===== config.mk =====
export PLATFORM = sky130hd
export DESIGN_NAME = gain_offset_calibrator
export DESIGN_NICKNAME = d
export VERILOG_FILES = /design/src/rtl/gain_offset_calibrator.sv
export SDC_FILE = /design/constraint.sdc
export NUM_CORES = 1
export LEC_CHECK = 0
export CELL_PAD_IN_SITES_DETAIL_PLACEMENT = 1
export CELL_PAD_IN_SITES_GLOBAL_PLACEMENT = 1
export CORE_UTILIZATION = 40
export CTS_CLUSTER_SIZE = 25
export DETAILED_ROUTE_END_ITERATION = 6
export PLACE_DENSITY_LB_ADDON = 0.1
export SETUP_SLACK_MARGIN = 0.3
export SKIP_LAST_GASP = 1
export SLEW_MARGIN = 30
export SYNTH_ARGS = -nofsm -noshare
export SYNTH_HDL_FRONTEND = slang
export SYNTH_SLANG_ARGS = --single-unit

===== constraint.sdc =====
create_clock -name clk -period 4.15 [get_ports clk]
set_input_delay 1.0375 -clock clk [delete_from_list [all_inputs] [get_ports clk]]
set_output_delay 1.0375 -clock clk [all_outputs]
set_load 0.01 [all_outputs]

===== src/rtl/gain_offset_calibrator.sv =====
// rtl/gain_offset_calibrator.sv - two-phase offset/gain calibration with a sequential restoring divider
module gain_offset_calibrator #(
    parameter int W     = 24,
    parameter int FRAC  = 12,
    parameter int LOG2N = 8
) (
    input  logic                clk,
    input  logic                rst,
    input  logic                start,
    input  logic signed [W-1:0] din,
    input  logic                din_valid,
    input  logic signed [W-1:0] ref_target,
    input  logic                ref_ready,
    output logic                need_ref,
    output logic                busy,
    output logic signed [W-1:0] offset,
    output logic signed [W-1:0] gain,
    output logic                done,
    output logic                err,
    output logic                sat
);
    localparam int AW = W + LOG2N;
    localparam int QW = W + FRAC;
    localparam int CW = $clog2(QW + 1);

    typedef enum logic [2:0] {
        S_IDLE,
        S_ZERO,
        S_WAIT,
        S_REF,
        S_DIV,
        S_DONE
    } state_t;

    state_t               state;
    logic signed [AW-1:0] acc;
    logic [LOG2N-1:0]     cnt;
    logic signed [W-1:0]  zmean;
    logic signed [W-1:0]  rmean;
    logic [W:0]           span;
    logic [QW-1:0]        num;
    logic [W:0]           rem;
    logic [QW-1:0]        q;
    logic [CW-1:0]        div_cnt;
    logic                 div_run;

    logic signed [AW-1:0] din_ext;
    logic signed [AW-1:0] sum_c;
    logic signed [W-1:0]  mean_c;
    logic [W:0]           span_c;
    logic                 span_bad;
    logic                 tgt_bad;
    logic [QW-1:0]        num_c;
    logic [W+1:0]         rem_sh;
    logic [W+1:0]         diff;
    logic                 qbit;
    logic [W:0]           rem_nx;
    logic [QW-1:0]        q_nx;
    logic                 q_sat;
    logic signed [W-1:0]  gain_nx;

    always_comb begin
        din_ext  = {{LOG2N{din[W-1]}}, din};
        sum_c    = acc + din_ext;
        // Adding the bit just below the shift point equals adding 2^(LOG2N-1) before shifting.
        mean_c   = sum_c[AW-1:LOG2N] + {{(W-1){1'b0}}, sum_c[LOG2N-1]};
        span_c   = {rmean[W-1], rmean} - {zmean[W-1], zmean};
        span_bad = span_c[W] || (span_c == '0);
        tgt_bad  = ref_target[W-1] || (ref_target == '0);
        // Half the divisor is pre-added so the truncating divide rounds to nearest.
        num_c    = (QW'(ref_target) << FRAC) + QW'(span_c[W:1]);
        rem_sh   = {rem, num[QW-1]};
        diff     = rem_sh - {1'b0, span};
        qbit     = ~diff[W+1];
        rem_nx   = qbit ? diff[W:0] : rem_sh[W:0];
        q_nx     = {q[QW-2:0], qbit};
        q_sat    = |q_nx[QW-1:W-1];
        gain_nx  = q_sat ? {1'b0, {(W-1){1'b1}}} : q_nx[W-1:0];
    end

    always_ff @(posedge clk) begin
        if (rst) begin
            state    <= S_IDLE;
            acc      <= '0;
            cnt      <= '0;
            zmean    <= '0;
            rmean    <= '0;
            span     <= '0;
            num      <= '0;
            rem      <= '0;
            q        <= '0;
            div_cnt  <= '0;
            div_run  <= 1'b0;
            need_ref <= 1'b0;
            busy     <= 1'b0;
            offset   <= '0;
            gain     <= W'(1) << FRAC;
            done     <= 1'b0;
            err      <= 1'b0;
            sat      <= 1'b0;
        end else begin
            case (state)
                S_IDLE: begin
                    done <= 1'b0;
                    if (start) begin
                        state <= S_ZERO;
                        busy  <= 1'b1;
                        acc   <= '0;
                        cnt   <= '0;
                        err   <= 1'b0;
                        sat   <= 1'b0;
                    end
                end
                S_ZERO: begin
                    if (din_valid) begin
                        acc <= sum_c;
                        cnt <= cnt + 1'b1;
                        if (cnt == '1) begin
                            zmean    <= mean_c;
                            acc      <= '0;
                            cnt      <= '0;
                            need_ref <= 1'b1;
                            state    <= S_WAIT;
                        end
                    end
                end
                S_WAIT: begin
                    if (ref_ready) begin
                        need_ref <= 1'b0;
                        acc      <= '0;
                        cnt      <= '0;
                        state    <= S_REF;
                    end
                end
                S_REF: begin
                    if (din_valid) begin
                        acc <= sum_c;
                        cnt <= cnt + 1'b1;
                        if (cnt == '1) begin
                            rmean   <= mean_c;
                            acc     <= '0;
                            cnt     <= '0;
                            div_run <= 1'b0;
                            state   <= S_DIV;
                        end
                    end
                end
                S_DIV: begin
                    if (!div_run) begin
                        if (span_bad || tgt_bad) begin
                            err   <= 1'b1;
                            done  <= 1'b1;
                            state <= S_DONE;
                        end else begin
                            span    <= span_c;
                            num     <= num_c;
                            rem     <= '0;
                            q       <= '0;
                            div_cnt <= CW'(QW - 1);
                            div_run <= 1'b1;
                        end
                    end else begin
                        rem     <= rem_nx;
                        q       <= q_nx;
                        num     <= num << 1;
                        div_cnt <= div_cnt - 1'b1;
                        if (div_cnt == '0) begin
                            // Offset and gain commit together so the correction path never sees a mix.
                            div_run <= 1'b0;
                            offset  <= zmean;
                            gain    <= gain_nx;
                            sat     <= q_sat;
                            done    <= 1'b1;
                            state   <= S_DONE;
                        end
                    end
                end
                S_DONE: begin
                    done  <= 1'b0;
                    busy  <= 1'b0;
                    state <= S_IDLE;
                end
                default: begin
                    state <= S_IDLE;
                    busy  <= 1'b0;
                end
            endcase
        end
    end
endmodule


==> results.toml <==
[setup_path]
cp_max_fo = 4
slowest_stage = "xor2_1"
r2r-end = "num[31]"
worst_endpoint_required_time_ps = 4610
worst_path_dominant_cell_family = "compound AO/OA/AOI/OAI gates"
cpPeakStageDelay_ps = 350
worst_setup_path_endpoint = "num[31]"
rr_worst_depth = 21
crit_cells = 21
timing.critical_path.cells = "inv_2, ha_4, fa_2, nand2b_4, a211o_1, a21oi_2, o211ai_2, nand2_1, a21oi_1, xor2_1, inv_2, ha_4, and3_4, and3_4, a2111oi_4, nor2_2, buf_6, nand3_4, xnor2_2, o211ai_1, mux2i_1"
rr_startpoint = "rmean[0]"
setup.reg_to_reg.worst_slack_ps = -290
critical_path_arrival_ps = 4900
critical_path.n_buffers_inverters = 3
critPathLaunch = "rmean[0]"
setup.worst_path.class = "reg2reg"
critical_path.startpoint_type = "flop"
end_kind = "flop"

[finish]
insertedDiodeCount = 0
number_of_nets_in_the_layout = 2498
layout_common_cells = "299 x buf_4, 266 x dfxtp_1, 177 x nand2_1, 153 x nor2_1, 110 x a21oi_1"
layout.cells.most_common = "buf_4"
stdcell_count = 2892
layout.cell_area.non_filler_sq_um = 23470
final_layout_size_suffix_gt1_share_pct = 29.07
nFillCells = 4555
storage_element_area_sq_um = 5453
multi_input_logic_area_sq_um = 11480
synthToLayoutAreaGrowth_pct = 43.12

[pwr]
vdd_drop_max_mv = 0.3567
p_per_area_nw_per_um2 = 311.9
static-leakage-power_nw = 9.781

[global_route]
number_of_global_route_vias_before_repair = 17560
gr_ovfl_total = 0
global_route_wire_length_before_repair_um = 94330
antenna_found_initial = 0
grt_overall_usage_pct = 27.98
grt_max_degree = 60

[place]
final_gp_congestion = 0.9121
buffer_ports.inserted = 105
placed_cells_incl_taps = 2741
postPlaceCellArea_sq_um = 19980
dp_hpwl_um = 41530

[yosys]
synth.yosys.warnings = 0
yosysUniqueCellTypes = 96
syn-mean-instance-area_sq_um = 8.448
flop_and_latch_count_out_of_synthesis = 272
yosys_most_used_dff = "dfxtp_1"
mappedNetlistNets = 2096
post_synth_edffs = 0
synth_async_sr_flop_share_pct = 0
synth_seq_area_share_pct = 33.21
mappedNetlistArea_sq_um = 16400
postSynthCellCount = 1941

[timing]
finalWorstSetupSlack_ps = -292.7
slew_violations = 0
worst_slew_pin_slew_ps = 735.2
fin_crit_ps = 4443
finalHoldViolations = 0
setup_viol_count_final = 62
grt_setup_unrepaired = "true"
slew-limit-headroom_pct = 50.99
final_min_period_over_clock_period_pct = 107.1
achievable-frequency_ghz = 0.2251
fin_worst_skew_ps = 20.93

[route]
detailedRoute.firstPassIterationCount = 5
ant_nets_after_route = 0
viasPerCell = 5.844
dr.first_iter.drc_count = 910
wl_um = 63730
remaining_drc_errors = 0
vias = 16900
drt-wirelength-per-cell_um = 22.03

[outcome]
violations = "negative setup slack"
run_status = "finished with violations"

[job]
cap_viol_max_count = 0

[clock_tree]
cts.sink_count = 272
clock_latency_ps = 610
clock_tree.htree_level_count = 1
root_buffer = "clkbuf_16"
cts_buffer_depth = 3
postCtsHoldBufs = 0
cts_tree = "built"
clk_pin_slew_worst_paths_ps = 60
number_of_buffers_added_by_the_clock_tree_synthesis_step = 31

[floorplan]
floorplan.io_pins = 106
die_h_um = 204.5
die_width_um = 204.5
rows = 73
area_of_the_die_sq_um = 41810
core-area_sq_um = 40100
start_util_pct = 40.90

[hold_path]
min_path_type = "reg2reg"
cells by family after synthesis:
logic type | after synthesis | share of synthesized area [%]
AND/OR/NAND/NOR | 613 | 18.14
buffers and inverters | 198 | 5.242
multiplexers | 44 | 2.732
AO/OA/AOI/OAI | 620 | 27.71
XOR/XNOR | 92 | 5.005
adder cells (fa/ha/maj) | 102 | 7.966
flip-flops | 272 | 33.21
report_power, final:
part | leakage [nW] | internal [mW] | switching (mW)
Combinational | 7.01 | 0.651 | 0.769
Sequential | 2.20 | 2.64 | 0.0257
Clock | 0.574 | 1.99 | 1.24
Total | 9.78 | 5.28 | 2.04
flip-flops by register name, indices dropped and copies added, names as in the netlist, 3 cells and up:
signal   count
acc         32
cnt          8
div_cnt      6
gain        24
num         36
offset      24
q           35
rem         25
rmean       24
span        25
state        3
zmean       24
worst register-to-register path, cell delays in order, from the launching register on:
cell and delay [ps]:
dfxtp_2 330, inv_2 40, ha_4 150, fa_2 340, nand2b_4 160, a211o_1 340, a21oi_2 230, o211ai_2 130
nand2_1 130, a21oi_1 90, xor2_1 350, inv_2 140, ha_4 320, and3_4 210, and3_4 220, a2111oi_4 80
nor2_2 230, buf_6 160, nand3_4 80, xnor2_2 160, o211ai_1 260, mux2i_1 160
area by class of cell:
type	count	area share (%)
flip-flops and latches	272	23.23
inverters	94	1.509
well taps	525	2.799
multi-input cells	1471	48.90
clock inverters	17	1.322
repair buffers	473	18.48
clock buffers	40	3.748
Yosys cell counts, types with 18 or more instances:
library cell,number,share of area (%)
a211oi_1,60,2.7
and3_1,38,1.4
clkbuf_1,76,1.7
nand4_1,18,0.69
o21ai_0,61,1.9
ha_1,98,7.5
o2bb2ai_1,26,1.4
a22o_1,38,2.0
a21o_1,49,2.2
inv_1,93,2.1
nand3_1,41,1.3
a22oi_1,30,1.4
or3_1,21,0.80
xor2_1,37,2.0
a221o_1,20,1.2
nor3_1,47,1.4
xnor2_1,53,2.8
nor2_1,161,3.7
nand2_1,183,4.2
and2_1,18,0.69
dfxtp_1,272,33
nand2b_1,18,0.69
a31oi_1,22,0.84
a21oi_1,135,4.1
mux2i_1,38,2.3
metrics by stage:
step / setup slack [ps] / total power [mW] / utilization (%) / hold slack, ps / setup TNS, ps
after floorplan: 233.4 / 3.476 / - / 430.3 / 0
after global placement: -449.1 / 3.926 / 49.82 / 443.9 / -11430
after detailed placement: -607.6 / 3.955 / 49.82 / 451.7 / -17060
after CTS: -63.64 / 7.226 / 55.69 / 463.1 / -221.6
after global routing: -398.2 / 7.567 / 58.53 / 471.9 / -12940
final: -292.7 / 7.319 / 58.53 / 459.2 / -3841
what timing repair did:
| item | 4_1_cts | 5_1_grt |
|---|---|---|
| pin swaps | 77 | 114 |
| resized for setup | 142 | 145 |
| setup endpoints to repair | 152 | 166 |
| cloned | 6 | 6 |
| setup buffers | 51 | 31 |
per-layer routing:
| layer | up-vias | part of all wire (%) | GRT usage, % | wire, um |
|---|---|---|---|---|
| li1 | 7958 | - | - | - |
| met1 | 8439 | 42 | 34.39 | 27070 |
| met2 | 369 | 50 | 49.50 | 31820 |
| met3 | 136 | 3.6 | 2.966 | 2300 |
| met4 | 0 | 4.0 | 11.35 | 2540 |
| met5 | - | 0 | 0 | 0 |
how the worst min path moves through the flow:
| stage | from | end | cells after the start |
|---|---|---|---|
| after floorplan | span[24] | span[24] | 2 |
| after global placement | rmean[0] | rmean[0] | 2 |
| after detailed placement | offset[15] | offset[15] | 2 |
| after CTS | rmean[0] | rmean[0] | 2 |
| after global routing | rmean[0] | rmean[0] | 2 |
| final | offset[2] | offset[2] | 2 |
No activity file was read; power rests on OpenSTA's default activity.
